`src/rtl/ps2_pkg.sv`:
```
// Shared types and constants for the PS/2 keyboard receiver and decoder.
//   - rx_state_e : receive FSM state encoding
//   - PS2_*      : scan code set 2 prefix bytes
//   - SC_*       : scan codes of the keys we translate
//   - KEY_*      : USB-HID usage codes presented on keycode
package ps2_pkg;

  localparam int unsigned BYTE_W = 8;

  typedef enum logic [1:0] {
    RX_IDLE,
    RX_DATA,
    RX_PARITY,
    RX_STOP
  } rx_state_e;

  // Prefix bytes
  localparam logic [BYTE_W-1:0] PS2_EXT  = 8'hE0;
  localparam logic [BYTE_W-1:0] PS2_BRK  = 8'hF0;
  localparam logic [BYTE_W-1:0] KEY_NONE = 8'h00;

  // Scan code set 2 make codes (arrows carry the E0 prefix)
  localparam logic [BYTE_W-1:0] SC_A     = 8'h1C;
  localparam logic [BYTE_W-1:0] SC_D     = 8'h23;
  localparam logic [BYTE_W-1:0] SC_S     = 8'h1B;
  localparam logic [BYTE_W-1:0] SC_W     = 8'h1D;
  localparam logic [BYTE_W-1:0] SC_SPACE = 8'h29;
  localparam logic [BYTE_W-1:0] SC_LEFT  = 8'h6B;
  localparam logic [BYTE_W-1:0] SC_RIGHT = 8'h74;
  localparam logic [BYTE_W-1:0] SC_DOWN  = 8'h72;
  localparam logic [BYTE_W-1:0] SC_UP    = 8'h75;

  // USB-HID usage codes
  localparam logic [BYTE_W-1:0] KEY_A     = 8'h04;
  localparam logic [BYTE_W-1:0] KEY_D     = 8'h07;
  localparam logic [BYTE_W-1:0] KEY_S     = 8'h16;
  localparam logic [BYTE_W-1:0] KEY_W     = 8'h1A;
  localparam logic [BYTE_W-1:0] KEY_SPACE = 8'h2C;
  localparam logic [BYTE_W-1:0] KEY_RIGHT = 8'h4F;
  localparam logic [BYTE_W-1:0] KEY_LEFT  = 8'h50;
  localparam logic [BYTE_W-1:0] KEY_DOWN  = 8'h51;
  localparam logic [BYTE_W-1:0] KEY_UP    = 8'h52;

endpackage

```
`src/rtl/ps2_rx.sv`:
```
// PS/2 frame receiver: input synchronisers, ps2_clk glitch filter, frame FSM
// with odd-parity / stop-bit checking and a mid-frame inactivity timeout.
// Ports:
//   clk, rst_n     : system clock, async active-low reset
//   ps2_clk_i      : raw keyboard clock (asynchronous)
//   ps2_data_i     : raw keyboard data (asynchronous)
//   rx_byte_o      : last correctly received byte
//   byte_valid_o   : one-cycle strobe, rx_byte_o is new
//   frame_err_o    : one-cycle strobe on parity/stop error or timeout
module ps2_rx
  import ps2_pkg::*;
#(
  parameter int unsigned FILTER_LEN  = 8,
  parameter int unsigned TIMEOUT_CYC = 100000
) (
  input  logic              clk,
  input  logic              rst_n,
  input  logic              ps2_clk_i,
  input  logic              ps2_data_i,
  output logic [BYTE_W-1:0] rx_byte_o,
  output logic              byte_valid_o,
  output logic              frame_err_o
);

  localparam int unsigned FCW = $clog2(FILTER_LEN + 1);
  localparam int unsigned TW  = $clog2(TIMEOUT_CYC);
  localparam int unsigned BCW = 3;

  // 2-FF synchronisers, preset to the idle-high bus level
  logic [1:0] clk_sync_q;
  logic [1:0] data_sync_q;
  logic       clk_s;
  logic       data_s;

  always_ff @(posedge clk or negedge rst_n) begin
    if (!rst_n) begin
      clk_sync_q  <= 2'b11;
      data_sync_q <= 2'b11;
    end else begin
      clk_sync_q  <= {clk_sync_q[0], ps2_clk_i};
      data_sync_q <= {data_sync_q[0], ps2_data_i};
    end
  end

  assign clk_s  = clk_sync_q[1];
  assign data_s = data_sync_q[1];

  // Clock filter: level flips only after FILTER_LEN consecutive opposite samples
  logic           filt_q, filt_d;
  logic           filt_dly_q;
  logic [FCW-1:0] fcnt_q, fcnt_d;
  logic           fall;

  always_comb begin
    filt_d = filt_q;
    fcnt_d = '0;
    if (clk_s != filt_q) begin
      if (fcnt_q == FCW'(FILTER_LEN - 1)) begin
        filt_d = clk_s;
      end else begin
        fcnt_d = fcnt_q + FCW'(1);
      end
    end
  end

  always_ff @(posedge clk or negedge rst_n) begin
    if (!rst_n) begin
      filt_q     <= 1'b1;
      filt_dly_q <= 1'b1;
      fcnt_q     <= '0;
    end else begin
      filt_q     <= filt_d;
      filt_dly_q <= filt_q;
      fcnt_q     <= fcnt_d;
    end
  end

  assign fall = filt_dly_q & ~filt_q;

  // Frame FSM
  rx_state_e         state_q, state_d;
  logic [BCW-1:0]    bitcnt_q, bitcnt_d;
  logic [BYTE_W-1:0] shift_q, shift_d;
  logic              par_q, par_d;
  logic [TW-1:0]     tmo_q, tmo_d;
  logic [BYTE_W-1:0] rx_byte_q, rx_byte_d;
  logic              byte_valid_q, byte_valid_d;
  logic              frame_err_q, frame_err_d;

  always_comb begin
    state_d      = state_q;
    bitcnt_d     = bitcnt_q;
    shift_d      = shift_q;
    par_d        = par_q;
    tmo_d        = '0;
    rx_byte_d    = rx_byte_q;
    byte_valid_d = 1'b0;
    frame_err_d  = 1'b0;

    if (state_q == RX_IDLE) begin
      if (fall && !data_s) begin
        state_d  = RX_DATA;
        bitcnt_d = '0;
      end
    end else if (fall) begin
      // A falling edge always wins over a coincident timeout
      unique case (state_q)
        RX_DATA: begin
          shift_d  = {data_s, shift_q[BYTE_W-1:1]};
          bitcnt_d = bitcnt_q + BCW'(1);
          if (bitcnt_q == BCW'(BYTE_W - 1)) begin
            state_d = RX_PARITY;
          end
        end
        RX_PARITY: begin
          par_d   = data_s;
          state_d = RX_STOP;
        end
        RX_STOP: begin
          if (data_s && (^{shift_q, par_q})) begin
            rx_byte_d    = shift_q;
            byte_valid_d = 1'b1;
          end else begin
            frame_err_d = 1'b1;
          end
          state_d = RX_IDLE;
        end
        default: state_d = RX_IDLE;
      endcase
    end else if (tmo_q == TW'(TIMEOUT_CYC - 1)) begin
      frame_err_d = 1'b1;
      state_d     = RX_IDLE;
    end else begin
      tmo_d = tmo_q + TW'(1);
    end
  end

  always_ff @(posedge clk or negedge rst_n) begin
    if (!rst_n) begin
      state_q      <= RX_IDLE;
      bitcnt_q     <= '0;
      shift_q      <= '0;
      par_q        <= 1'b0;
      tmo_q        <= '0;
      rx_byte_q    <= '0;
      byte_valid_q <= 1'b0;
      frame_err_q  <= 1'b0;
    end else begin
      state_q      <= state_d;
      bitcnt_q     <= bitcnt_d;
      shift_q      <= shift_d;
      par_q        <= par_d;
      tmo_q        <= tmo_d;
      rx_byte_q    <= rx_byte_d;
      byte_valid_q <= byte_valid_d;
      frame_err_q  <= frame_err_d;
    end
  end

  assign rx_byte_o    = rx_byte_q;
  assign byte_valid_o = byte_valid_q;
  assign frame_err_o  = frame_err_q;

endmodule

```
`src/rtl/ps2_keycode_decoder.sv`:
```
// PS/2 keyboard decoder: turns make/break sequences (with E0/F0 prefixes)
// into the USB-HID usage of the most recently pressed, still-held key.
// Ports:
//   Clk, Reset_n : system clock, async active-low reset
//   ps2_clk      : raw keyboard clock
//   ps2_data     : raw keyboard data
//   keycode      : held key usage code, 0x00 when none
//   key_event    : one-cycle pulse when keycode changes
//   frame_err    : one-cycle pulse on a bad or timed-out frame
module ps2_keycode_decoder
  import ps2_pkg::*;
#(
  parameter int unsigned FILTER_LEN  = 8,
  parameter int unsigned TIMEOUT_CYC = 100000
) (
  input  logic              Clk,
  input  logic              Reset_n,
  input  logic              ps2_clk,
  input  logic              ps2_data,
  output logic [BYTE_W-1:0] keycode,
  output logic              key_event,
  output logic              frame_err
);

  logic [BYTE_W-1:0] rx_byte;
  logic              byte_valid;
  logic              rx_err;

  ps2_rx #(
    .FILTER_LEN  (FILTER_LEN),
    .TIMEOUT_CYC (TIMEOUT_CYC)
  ) u_rx (
    .clk          (Clk),
    .rst_n        (Reset_n),
    .ps2_clk_i    (ps2_clk),
    .ps2_data_i   (ps2_data),
    .rx_byte_o    (rx_byte),
    .byte_valid_o (byte_valid),
    .frame_err_o  (rx_err)
  );

  // Scan code (with extended flag) to USB usage; 0x00 for unmapped codes
  function automatic logic [BYTE_W-1:0] ps2_to_usb(input logic ext,
                                                   input logic [BYTE_W-1:0] code);
    logic [BYTE_W-1:0] usb;
    usb = KEY_NONE;
    if (!ext) begin
      case (code)
        SC_A:     usb = KEY_A;
        SC_D:     usb = KEY_D;
        SC_S:     usb = KEY_S;
        SC_W:     usb = KEY_W;
        SC_SPACE: usb = KEY_SPACE;
        default:  usb = KEY_NONE;
      endcase
    end else begin
      case (code)
        SC_LEFT:  usb = KEY_LEFT;
        SC_RIGHT: usb = KEY_RIGHT;
        SC_DOWN:  usb = KEY_DOWN;
        SC_UP:    usb = KEY_UP;
        default:  usb = KEY_NONE;
      endcase
    end
    return usb;
  endfunction

  logic              ext_q, ext_d;
  logic              brk_q, brk_d;
  logic [BYTE_W-1:0] keycode_q, keycode_d;
  logic              key_event_q, key_event_d;
  logic [BYTE_W-1:0] usb;

  // Prefix tracking and held-key update
  always_comb begin
    ext_d     = ext_q;
    brk_d     = brk_q;
    keycode_d = keycode_q;
    usb       = ps2_to_usb(ext_q, rx_byte);

    if (rx_err) begin
      ext_d = 1'b0;
      brk_d = 1'b0;
    end else if (byte_valid) begin
      if (rx_byte == PS2_EXT) begin
        ext_d = 1'b1;
      end else if (rx_byte == PS2_BRK) begin
        brk_d = 1'b1;
      end else begin
        ext_d = 1'b0;
        brk_d = 1'b0;
        if (usb != KEY_NONE) begin
          if (!brk_q) begin
            keycode_d = usb;
          end else if (usb == keycode_q) begin
            // Only releasing the displayed key clears it
            keycode_d = KEY_NONE;
          end
        end
      end
    end

    key_event_d = (keycode_d != keycode_q);
  end

  always_ff @(posedge Clk or negedge Reset_n) begin
    if (!Reset_n) begin
      ext_q       <= 1'b0;
      brk_q       <= 1'b0;
      keycode_q   <= KEY_NONE;
      key_event_q <= 1'b0;
    end else begin
      ext_q       <= ext_d;
      brk_q       <= brk_d;
      keycode_q   <= keycode_d;
      key_event_q <= key_event_d;
    end
  end

  assign keycode   = keycode_q;
  assign key_event = key_event_q;
  assign frame_err = rx_err;

endmodule

```
`config.mk`:
```
export PLATFORM = sky130hd
export DESIGN_NAME = ps2_keycode_decoder
export DESIGN_NICKNAME = d
export VERILOG_FILES = /design/src/rtl/ps2_pkg.sv /design/src/rtl/ps2_rx.sv /design/src/rtl/ps2_keycode_decoder.sv
export SDC_FILE = /design/constraint.sdc
export NUM_CORES = 1
export LEC_CHECK = 0
export BUFFER_PORTS_ARGS = -buffer_cell sky130_fd_sc_hd__buf_2
export CAP_MARGIN = 20
export CORE_UTILIZATION = 64
export CTS_BUF_LIST = sky130_fd_sc_hd__clkbuf_2 sky130_fd_sc_hd__clkbuf_4 sky130_fd_sc_hd__clkbuf_8
export CTS_CLUSTER_SIZE = 14
export DETAILED_ROUTE_END_ITERATION = 8
export HOLD_SLACK_MARGIN = 0.08
export PLACE_DENSITY = 0.82
export SKIP_LAST_GASP = 1
export SYNTH_ARGS = -nofsm -noshare
export SYNTH_HDL_FRONTEND = slang
export SYNTH_HIERARCHICAL = 1
export SYNTH_SLANG_ARGS = --single-unit
```
`constraint.sdc`:
```
create_clock -name Clk -period 2.8 [get_ports Clk]
set_input_delay 0.14 -clock Clk [delete_from_list [all_inputs] [get_ports Clk]]
set_output_delay 0.14 -clock Clk [all_outputs]
set_load 0.02 [all_outputs]
```
After elaboration in Yosys (flattened, before gate mapping)
Cells that the tools add are included.
{"block": "op_classes", "eq_ne": 24, "n_bitwise": 3, "mux": 42, "n_reduce_logical": 18, "add_sub_neg": 3}
{"operator": "8-bit 2-to-1 mux", "n": 8}
{"operator": "17-bit 2-to-1 mux", "n": 3}
{"operator": "8-bit by 7-bit == test with 1-bit output (second input constant)", "n": 4}
{"operator": "6-bit case mux with 5 select lines", "n": 1}
{"operator": "7-bit case mux with 4 select lines", "n": 1}
{"operator": "8-bit by 5-bit == test with 1-bit output (second input constant)", "n": 3}
{"operator": "17-bit by 1-bit adder with 17-bit output (second input constant)", "n": 1}
{"operator": "17-bit == test (second input constant)", "n": 1}
{"operator": "1-bit 2-to-1 mux", "n": 17}
{"operator": "8-bit by 6-bit == test with 1-bit output (second input constant)", "n": 2}
{"operator": "8-bit == test (second input constant)", "n": 2}
{"operator": "3-bit 2-to-1 mux", "n": 4}
{"operator": "3-bit AND reduction", "n": 4}
{"operator": "2-bit 2-to-1 mux", "n": 5}
{"operator": "9-bit parity", "n": 1}
{"operator": "8-bit == test", "n": 1}
{"operator": "4-bit 2-to-1 mux", "n": 2}
{"operator": "8-bit != test", "n": 1}
{"operator": "8-bit nonzero test", "n": 1}
{"operator": "2-bit AND reduction", "n": 3}
{"operator": "2-bit nonzero test", "n": 3}
{"operator": "4-bit by 1-bit adder with 4-bit output (second input constant)", "n": 1}
{"operator": "2-bit == test (second input constant)", "n": 2}
{"operator": "4-bit by 3-bit == test with 1-bit output (second input constant)", "n": 1}
{"operator": "16 further kinds", "n": 18}
{"block": "totals", "out_inout_bits": 10, "elab_cells": 107, "inputBits": 4, "register_bits": 62}

Longest topological paths before layout
{"block": "depth", "ltp_word": 12, "depth_mapped": 9, "depth_no_buf": 7}

By module
Netlist, hierarchy kept.
{"mod": "ps2_rx", "n_inst": 1, "seq_area_each_um2": 1283.7, "area_each_um2": 2432.3, "cells_per_inst": 224}
{"mod": "ps2_keycode_decoder", "n_inst": 1, "seq_area_each_um2": 275.3, "area_each_um2": 1043.5, "cells_per_inst": 121}

Worst setup path after synthesis
No wires, ideal clock.
{"block": "synth_timing", "kind": "register to register", "startpoint": "reg u_rx.rx_byte_q[0] (netlist: u_rx/rx_byte_o[0])", "endpoint": "reg key_event_q (netlist: key_event)", "t_arrival_ns": 2.457, "path_stages_with_launch": 9, "setup_time_ns": 0.121, "period_less_slack_ns": 2.578, "path_buffers": 1, "required_time_ns": 2.679, "path_slack_ns": 0.222, "path_cell_list": "dfrtp_1 > buf_2 > or3b_2 > a211o_1 > a21oi_1 > xnor2_1 > nand3_1 > or4_1 > and4bb_1"}
{"block": "synth_between", "elab_chain_cells": 12, "word_cells_on_any_way": 24, "cone_classes": "eq/ne: 13; mux: 10; reduce/logical: 1"}
{"item": "start: declaration", "line_no": "ps2_rx.sv:86", "text": "logic [BYTE_W-1:0] rx_byte_q, rx_byte_d;"}
{"item": "start signal: assignment", "line_no": "ps2_rx.sv:154", "text": "rx_byte_q <= rx_byte_d;"}
{"item": "8-bit by 6-bit == test with 1-bit output, or another cell as far along", "line_no": "ps2_keycode_decoder.sv:48", "text": "case (code)"}
{"item": "6-bit case mux with 5 select lines or 7-bit case mux with 4 select lines (tied branches)", "line_no": "ps2_keycode_decoder.sv:48, ps2_keycode_decoder.sv:57"}
{"item": "8-bit 2-to-1 mux", "line_no": "ps2_keycode_decoder.sv:47", "text": "if (!ext) begin"}
{"item": "8-bit == test", "line_no": "ps2_keycode_decoder.sv:95", "text": "end else if (usb == keycode_q) begin"}
{"item": "8-bit 2-to-1 mux", "line_no": "ps2_keycode_decoder.sv:95"}
{"item": "8-bit 2-to-1 mux", "line_no": "ps2_keycode_decoder.sv:93", "text": "if (!brk_q) begin"}
{"item": "8-bit 2-to-1 mux", "line_no": "ps2_keycode_decoder.sv:92", "text": "if (usb != KEY_NONE) begin"}
{"item": "8-bit 2-to-1 mux", "line_no": "ps2_keycode_decoder.sv:87", "text": "end else if (rx_byte == PS2_BRK) begin"}
{"item": "8-bit 2-to-1 mux *", "line_no": "ps2_keycode_decoder.sv:85", "text": "if (rx_byte == PS2_EXT) begin"}
{"item": "8-bit 2-to-1 mux *", "line_no": "ps2_keycode_decoder.sv:84", "text": "end else if (byte_valid) begin"}
{"item": "8-bit 2-to-1 mux *", "line_no": "ps2_keycode_decoder.sv:81", "text": "if (rx_err) begin"}
{"item": "8-bit != test *", "line_no": "ps2_keycode_decoder.sv:103", "text": "key_event_d = (keycode_d != keycode_q);"}
{"item": "net key_event_d", "line_no": "ps2_keycode_decoder.sv:71", "text": "logic key_event_q, key_event_d;"}
{"item": "end signal: assignment", "line_no": "ps2_keycode_decoder.sv:116", "text": "key_event_q <= key_event_d;"}
{"item": "end: declaration", "line_no": "ps2_keycode_decoder.sv:71"}
The timed path passes the listed nets; every way through them passes the cells marked *.
A chain may end at the register's enable or synchronous reset.

Worst setup path in the final report
{"block": "layout_timing", "startpoint": "reg u_rx.rx_byte_q[0] (netlist: u_rx/rx_byte_o[0])", "endpoint": "reg keycode_q[4] (netlist: keycode[4])"}
{"block": "layout_between", "elab_chain_cells": 11, "word_cells_on_any_way": 23, "cone_classes": "eq/ne: 12; mux: 10; reduce/logical: 1"}
{"item": "8-bit by 6-bit == test with 1-bit output, or another cell as far along", "line_no": "ps2_keycode_decoder.sv:48"}
{"item": "6-bit case mux with 5 select lines or 7-bit case mux with 4 select lines (tied branches)", "line_no": "ps2_keycode_decoder.sv:48, ps2_keycode_decoder.sv:57"}
{"item": "8-bit 2-to-1 mux", "line_no": "ps2_keycode_decoder.sv:47"}
{"item": "8-bit == test", "line_no": "ps2_keycode_decoder.sv:95"}
{"item": "8-bit 2-to-1 mux", "line_no": "ps2_keycode_decoder.sv:95"}
{"item": "8-bit 2-to-1 mux", "line_no": "ps2_keycode_decoder.sv:93"}
{"item": "8-bit 2-to-1 mux", "line_no": "ps2_keycode_decoder.sv:92"}
{"item": "8-bit 2-to-1 mux", "line_no": "ps2_keycode_decoder.sv:87"}
{"item": "8-bit 2-to-1 mux *", "line_no": "ps2_keycode_decoder.sv:85"}
{"item": "8-bit 2-to-1 mux *", "line_no": "ps2_keycode_decoder.sv:84"}
{"item": "8-bit 2-to-1 mux *", "line_no": "ps2_keycode_decoder.sv:81"}
{"item": "net keycode_d[4]", "line_no": "ps2_keycode_decoder.sv:70", "text": "logic [BYTE_W-1:0] keycode_q, keycode_d;"}
{"item": "end signal: assignment", "line_no": "ps2_keycode_decoder.sv:115", "text": "keycode_q <= keycode_d;"}
{"item": "end: declaration", "line_no": "ps2_keycode_decoder.sv:70"}
Marked as above.

==> flow_summary_export.csv <==
group,metric,value,unit
clock_network,cts.path.max_buffers,2,
pwr,peakVddDrop,0.634,mV
sta,fin_worst_skew,0.00783,ns
drt,drc,0,
grt,grt_pass1_vias,2439,
pwr,power,2.34,mW
worst_setup_path,critical_path_class,"flip-flop to flip-flop",
worst_setup_path,cp_data_arrival_time,2.98,ns
pwr,p_leak,1.71,nW
clock_network,cts_tree,"built",
worst_setup_path,end_kind,"flip-flop",
grt,grt_overflow_total,0,
grt,top_usage_layer,"met2",
yosys,synthArstFlopShare,100,%
grt,grt_pass1_wl,11.4,mm
sta,slew_violations,0,
die,initial_core_util,67.2,%
layout,final_util,75.6,%
sta,hold_violations,0,
grt,grtUsageMet2,42.5,%
worst_setup_path,critPathLaunchType,"flip-flop",
grt,grt_usage,27.3,%
die,die_area,0.00573,mm²
drt,vias,2656,
worst_setup_path,worst_ep_required_time,3.06,ns
clock_network,clock-sinks,62,
layout,layout.nets,384,
yosys,synth_common_cells,"dfrtp_1 (56), nand2_1 (48), nor2_1 (24), a21oi_1 (14), xnor2_1 (14)",
yosys,synth.area.top_cells,"dfrtp_1 (40%), nand2_1 (5.2%), dfstp_2 (4.5%)",
die,die_w,75.7,µm
drt,drt_first_pass_iters,4,
yosys,yosysMostFrequentCell,"dfrtp_1",
sta,max_freq,367,MHz
drt,drt-initial-drc-count,169,
grt,grt_max_degree,34,
die,rows,26,
yosys,synth_cell_types,63,
sta,worst_slew_pin_slew,0.639,ns
worst_setup_path,ff2ff_path_depth,7,
flow_run,cap_violations,0,
yosys,synth_area_leader_cell,"dfrtp_1",
place,io_buffers,13,
die,io_pins,14,
grt,antenna_found_initial,0,
sta,worst_slack,0.0783,ns
sta,slew-limit-headroom,57.4,%
place,gp_congestion,0.853,
drt,viasPerCell,5.96,
die,core_region_area,0.00517,mm²
worst_setup_path,worstReg2RegEnd,"keycode[4]",
drt,wl,6.95,mm
yosys,yosysSeqAreaShare,44.9,%
pwr,power.density,597,mW/mm²
layout,fin_cells,446,
yosys,avgSynthCellArea,10.1,µm²
yosys,synth_seq_cells,62,
grt,grt_use_met3,9.66,%
worst_setup_path,crit_end,"keycode[4]",
clock_network,clk_latency,0.34,ns
drt,ant_nets,0,
yosys,synth-edff-count,0,
die,die_h,75.7,µm
sta,setup_viol,0,
place,place_ws,0.0610,ns
worst_hold_path,min_path_type,"input port to async pin",
yosys,yosysTopAreaCellShare,40.3,%
sta,period_needed,2.72,ns
clock_network,cts_buffers,9,
yosys,synth_ff_type,"dfrtp_1",
place,hpwl,4.96,mm
yosys,syn_nets,358,
run_status,status,"finished clean",
clock_network,htree_levels,3,
worst_setup_path,timing.rr.start,"u_rx/rx_byte_o[0]",
layout,diodes,0,
sta,hold-worst-slack,0.351,ns
worst_setup_path,cp_max_fo,9,
clock_network,clkTransAtPathRegs,0.07,ns
yosys,yosys_warnings,6,
sta,period_share,97.2,%
grt,gr-usage-met1,36.1,%
worst_setup_path,regToRegSetupSlack,0.08,ns
layout,area_growth,12.6,%
clock_network,root_buffer,"clkbuf_8",
yosys,netlist_area,0.00348,mm²
layout,drive_gt1_share,20.7,%
place,dp_cells,424,
yosys,synthCells,345,
drt,routedWlPerCell,15.6,µm
worst_setup_path,setup.worst_path.start,"u_rx/rx_byte_o[0]",
==> flip-flops by register name, summed over array words and instances (netlist names) <==
name               cells
u_rx/data_sync_q       2
u_rx/par_q             1
u_rx/bitcnt_q          3
u_rx/filt_q            1
key_event              1
u_rx/byte_valid_o      1
ext_q                  1
keycode                8
u_rx/rx_byte_o         8
u_rx/clk_sync_q        2
u_rx/shift_q           8
u_rx/filt_dly_q        1
u_rx/frame_err_o       1
brk_q                  1
u_rx/fcnt_q            4
u_rx/tmo_q            17
u_rx/state_q           2
==> cell families (layout without fill, tap and decap cells) <==
kind of cell    after synthesis  count (layout)  share of synthesized area (%)
xor+xnor                     25              25                           7.63
flops                        62              62                           44.9
fa+ha+maj                     9               9                           3.24
compound gates               58              58                           12.1
buf+inv                      26              57                           3.31
simple gates                151             151                           24.0
mux                          14              14                           4.79
==> through the flow <==
stage	area [µm²]	setup TNS, ns
final	3910	0
after global routing	3910	-0.0183
after CTS	3860	0
after detailed placement	3630	0
after floorplan	3480	0
after global placement	3630	0
==> repair_timing <==
item | 4_1_cts | 5_1_grt
buffers inserted | 0 | 3
endpoints found under the setup margin | 0 | 7
resized for setup | 0 | 9
hold buffers | 3 | 0
endpoints found under the hold margin | 27 | 0
==> report_power, final <==
part | internal, mW | total (mW) | switching (mW)
logic | 0.210 | 0.474 | 0.264
registers | 0.994 | 1.08 | 0.0881
clock network | 0.431 | 0.779 | 0.348
total | 1.64 | 2.34 | 0.701
==> layout make-up <==
cell class | instances | area, µm²
well taps | 70 | 87.6
fillers | 370 | 1260
inverters | 13 | 48.8
flip-flops and latches | 62 | 1560
repair buffers | 28 | 185
multi-input cells | 257 | 1830
clock buffers | 10 | 138
clock inverters | 6 | 61.3
==> layout by cell type, fill, tap and decap left out, types with 10 or more instances in the layout <==
cell type / count
mux2_2: 11
xnor2_1: 14
clkbuf_8: 10
buf_4: 12
nor2_1: 24
inv_1: 13
dfrtp_1: 52
nand4_1: 10
buf_2: 13
nand2_1: 48
a21oi_1: 13
==> worst min path at each step <==
stage,end,slack (ns),cells after the start
2_1_floorplan,brk_q,-0.16,0
3_3_place_gp,keycode[0],0.19,1
3_5_place_dp,keycode[0],0.20,1
4_1_cts,u_rx/data_sync_q[1],0.36,0
5_1_grt,u_rx/data_sync_q[1],0.36,0
6_report,keycode[6],0.35,2
==> layer usage <==
metal | vias to the layer above | wire [µm]
li1 | 1303 | -
met4 | 0 | 78
met2 | 50 | 3380
met5 | - | 0
met1 | 1294 | 3210
met3 | 9 | 287
==> critical path, cell delays in order, from the launching register on <==
cell,delay (ns)
dfrtp_1,0.47
or3b_2,0.51
a211o_1,0.34
a31o_1,0.23
a211o_1,0.39
buf_4,0.20
or3_1,0.36
a21oi_1,0.16
No activity file was read; power rests on OpenSTA's default activity.
